$ cat src/rtl/asym_fifo_n2w.sv
// Narrow-to-wide asymmetric FIFO: byte writes, 16-bit fall-through word reads.
// Optional sticky misuse flag enabled by defining ASYM_FIFO_ERR_EN.
module asym_fifo_n2w #(
    parameter int unsigned ADDR_WIDTH = 3,
    parameter int unsigned DATA_WIDTH = 8
) (
    input  logic                    clk,
    input  logic                    rst_n,
    input  logic                    wr,
    input  logic [DATA_WIDTH-1:0]   w_data,
    input  logic                    rd,
    output logic [2*DATA_WIDTH-1:0] r_data,
    output logic                    full,
    output logic                    empty,
    output logic [ADDR_WIDTH:0]     byte_cnt,
    output logic                    err
);

    localparam int unsigned DEPTH = 2 ** ADDR_WIDTH;
    localparam logic [ADDR_WIDTH:0] FULL_CNT = {1'b1, {ADDR_WIDTH{1'b0}}};

    logic [DATA_WIDTH-1:0] mem [0:DEPTH-1];
    logic [ADDR_WIDTH-1:0] w_ptr_q, w_ptr_d;
    logic [ADDR_WIDTH-1:0] r_ptr_q, r_ptr_d;
    logic [ADDR_WIDTH-1:0] r_ptr_odd;
    logic [ADDR_WIDTH:0]   cnt_q, cnt_d;
    logic                  full_q, full_d;
    logic                  push, pop;

    // Fewer than two bytes stored means no complete word is available.
    assign empty = ~|cnt_q[ADDR_WIDTH:1];
    assign full  = full_q;
    assign byte_cnt = cnt_q;

    assign push = wr & ~full_q;
    assign pop  = rd & ~empty;

    // r_ptr is always even, so the second byte of a word never wraps.
    assign r_ptr_odd = r_ptr_q + ADDR_WIDTH'(1);
    assign r_data    = {mem[r_ptr_q], mem[r_ptr_odd]};

    always_comb begin
        w_ptr_d = w_ptr_q;
        r_ptr_d = r_ptr_q;
        cnt_d   = cnt_q;
        if (push) begin
            w_ptr_d = w_ptr_q + ADDR_WIDTH'(1);
        end
        if (pop) begin
            r_ptr_d = r_ptr_q + ADDR_WIDTH'(2);
        end
        unique case ({push, pop})
            2'b10:   cnt_d = cnt_q + (ADDR_WIDTH + 1)'(1);
            2'b01:   cnt_d = cnt_q - (ADDR_WIDTH + 1)'(2);
            2'b11:   cnt_d = cnt_q - (ADDR_WIDTH + 1)'(1);
            default: cnt_d = cnt_q;
        endcase
        full_d = (cnt_d == FULL_CNT);
    end

    always_ff @(posedge clk or negedge rst_n) begin
        if (!rst_n) begin
            w_ptr_q <= '0;
            r_ptr_q <= '0;
            cnt_q   <= '0;
            full_q  <= 1'b0;
        end else begin
            w_ptr_q <= w_ptr_d;
            r_ptr_q <= r_ptr_d;
            cnt_q   <= cnt_d;
            full_q  <= full_d;
        end
    end

    // Storage is deliberately left out of reset.
    always_ff @(posedge clk) begin
        if (push) begin
            mem[w_ptr_q] <= w_data;
        end
    end

`ifdef ASYM_FIFO_ERR_EN
    logic err_q;

    always_ff @(posedge clk or negedge rst_n) begin
        if (!rst_n) begin
            err_q <= 1'b0;
        end else if ((wr & full_q) | (rd & empty)) begin
            err_q <= 1'b1;
        end
    end

    assign err = err_q;
`else
    assign err = 1'b0;
`endif

endmodule

$ cat config.mk
export PLATFORM = sky130hd
export DESIGN_NAME = asym_fifo_n2w
export DESIGN_NICKNAME = d
export VERILOG_FILES = /design/src/rtl/asym_fifo_n2w.sv
export SDC_FILE = /design/constraint.sdc
export NUM_CORES = 1
export LEC_CHECK = 0
export ABC_AREA = 1
export CAP_MARGIN = 20
export CORE_ASPECT_RATIO = 2
export CORE_MARGIN = 5
export CORE_UTILIZATION = 55
export CTS_CLUSTER_DIAMETER = 30
export DETAILED_ROUTE_END_ITERATION = 16
export PLACE_DENSITY_LB_ADDON = 0.08
export SLEW_MARGIN = 20
export SYNTH_ARGS = -nofsm -noshare
export SYNTH_HDL_FRONTEND = slang
export SYNTH_SLANG_ARGS = --single-unit
$ cat constraint.sdc
create_clock -name clk -period 2.3 [get_ports clk]
set_input_delay 0.69 -clock clk [delete_from_list [all_inputs] [get_ports clk]]
set_output_delay 0.69 -clock clk [all_outputs]
set_load 0.03 [all_outputs]
==> results.json <==
{
  "status": "finished clean",
  "pre_cts_slack_ns": -0.189,
  "ys_types": 21,
  "grt_max_degree": 34,
  "p_per_area_nw_per_um2": 1420,
  "critical_path_class": "reg2out",
  "area_growth_syn_to_layout_pct": 21.0,
  "vias": 1966,
  "fp-row-count": 38,
  "n_fill_cell": 417,
  "rsz0062_at_grt": "false",
  "cp_cell_sequence": "buf_4, clkdlybuf4s50_1",
  "reg2reg_depth": 10,
  "ys_seq_area_share_pct": 71.3,
  "clkTransAtPathRegs_ns": 0.06,
  "placed_area_um2": 3520,
  "postCtsHoldBufs": 0,
  "crit_fanout": 4,
  "hold_depth": 2,
  "required_ns": 1.61,
  "grt_util_all_layers_pct": 18.0,
  "tightestPinTransition_ns": 0.537,
  "cts_sinks": 74,
  "p_clk_share_pct": 14.5,
  "p_int_uw": 3080,
  "relSlewSlack_pct": 64.1,
  "cts_tree": "built",
  "drc_errors": 0,
  "drive_above_1_share_pct": 20.1,
  "root_buffer": "clkbuf_8",
  "wl_um": 5990,
  "max_freq_mhz": 456,
  "seqPwrFrac_pct": 35.5,
  "post-route-min-period_ns": 2.19,
  "clockBufferDepth": 2,
  "cp.arrival_ns": 1.50,
  "syn_inst": 248,
  "ant_nets": 0,
  "routedWlPerCell_um": 16.4,
  "setup_violations": 0,
  "rrSetupSlack_ns": 0.25,
  "start_util_pct": 56.2,
  "layout_common_cells": "edfxtp_1, nor2_1, buf_4",
  "syn_avg_cell_area_um2": 12.3,
  "cp_slowest_cell": "clkdlybuf4s50_1",
  "r2r-end": "full",
  "switchingPower_uw": 2150,
  "core_um2": 5420,
  "htreeDepth": 3,
  "finalHoldViolCount": 0,
  "skew_ns": 0.00427,
  "drt_first_pass_iters": 4,
  "startpoint_type": "register",
  "hp-start": "w_ptr_q[0]",
  "maxCapViolations": 0,
  "gp_congestion": 0.842,
  "fin_nets": 320,
  "worstSetupEndpointType": "output pin",
  "die_area_um2": 7220,
  "syn_area_um2": 3050,
  "hold_end": "w_ptr_q[0]",
  "post_cts_buffers": 0,
  "max_stage_delay_ns": 0.67,
  "portBuffers": 33,
  "r2r_start": "byte_cnt[1]",
  "synth_fp_nets": 266,
  "overflow": 0,
  "min_period_over_period_pct": 95.4,
  "layout_setup_ws_ns": 0.106,
  "io_pins": 35,
  "drt-initial-drc-count": 68,
  "power_uw": 5230,
  "hold_class": "reg2reg",
  "leakage_uw": 0.00144,
  "p_sw_share_pct": 41.1,
  "cts_resized": 2,
  "yosys_warnings": 0,
  "synth_seq_cells": 74,
  "hpwl_um": 4320,
  "die_w_um": 62.6,
  "maxSlewViolCount": 0,
  "cts_buffers": 9,
  "die_h_um": 115,
  "grt_pass1_wl_um": 9760,
  "layout_commonest_cell": "edfxtp_1",
  "via_per_inst": 5.40,
  "antenna_found_initial": 0,
  "first_global_vias": 2033,
  "final_util_pct": 68.0,
  "stdcell_area_um2": 3690,
  "pwr-share-comb_pct": 50.1,
  "insertion_delay_ns": 0.33,
  "peakVddDrop_v": 0.000892,
  "diodes": 0
}
critical path: cells and delay by family (launching register included):
kind                   cells  cell delay, ns
flip-flops                 1            0.35
buffers and inverters      2            0.83
cells in the mapped netlist:
| library cell | instances | area, um^2 |
|---|---|---|
| inv_1 | 15 | 56.3 |
| inv_2 | 5 | 18.8 |
| o22ai_1 | 16 | 100 |
| edfxtp_1 | 64 | 1920 |
| fa_1 | 1 | 20.0 |
| or2_1 | 2 | 12.5 |
| o21ai_1 | 28 | 140 |
| nor2_2 | 4 | 25.0 |
| ha_1 | 5 | 62.6 |
| o21ai_0 | 6 | 30.0 |
| nand2_2 | 2 | 12.5 |
| nand2_1 | 21 | 78.8 |
| a21oi_1 | 3 | 15.0 |
| nand3_1 | 6 | 30.0 |
| dfrtp_1 | 10 | 250 |
| buf_2 | 7 | 35.0 |
| conb_1 | 1 | 3.75 |
| nand2_4 | 2 | 22.5 |
| xor2_1 | 3 | 26.3 |
| buf_4 | 2 | 15.0 |
| nor2_1 | 45 | 169 |
worst max-delay path by stage:
stage                startpoint          end  slack (ns)  depth (start not counted)
finish              byte_cnt[1]  byte_cnt[1]        0.11                          2
detailed placement           wr         full       -0.19                          8
floorplan           byte_cnt[1]         full        0.10                         10
global route         r_ptr_q[1]    r_data[6]       0.009                          5
global placement             wr         full       -0.12                          8
CTS                 byte_cnt[1]        empty       0.006                          5
power by group through the flow:
stage	registers [uW]	clock network (uW)	logic (uW)
after floorplan	1970	0	1540
after global placement	1870	0	2570
after detailed placement	1880	0	2610
after CTS	1850	776	2620
after global routing	1890	844	2870
final	1860	757	2620
cell families after synthesis:
logic type / synth area share (%)
compound gates: 9.37
xor+xnor: 0.863
fa+ha+maj: 2.71
buf+inv: 4.11
flops: 71.3
other cells: 0.123
simple gates: 11.5
sequential cells by signal, indices dropped and copies added (netlist names):
register  cells
w_ptr_q       3
full          1
r_ptr_q       2
mem          64
byte_cnt      4
cell type report:
class,count,area (um^2),area share (%)
clock inverters,1,5.00,0.136
flip-flops and latches,74,2170,58.9
inverters,20,77.6,2.10
repair buffers,52,460,12.5
well taps,60,75.1,2.04
multi-input cells,145,761,20.6
clock buffers,12,135,3.67
metal layers:
| layer | GRT usage [%] | wire length [um] | up-vias | part of all wire (%) |
|---|---|---|---|---|
| met5 | 0 | 0 | - | 0 |
| met4 | 7.37 | 104 | 0 | 1.7 |
| met3 | 5.18 | 281 | 11 | 4.7 |
| met2 | 34.6 | 3460 | 50 | 58 |
| met1 | 17.5 | 2140 | 936 | 36 |
| li1 | - | - | 969 | - |
per-stage QoR:
stage / std cells / hold slack [ns] / setup TNS, ns
floorplan: 248 / 0.394 / 0
global placement: 351 / 0.521 / -0.231
detailed placement: 351 / 0.523 / -0.448
CTS: 364 / 0.539 / 0
global route: 364 / 0.585 / 0
finish: 364 / 0.535 / 0
Note: power is estimated with default switching activity, not from simulation.
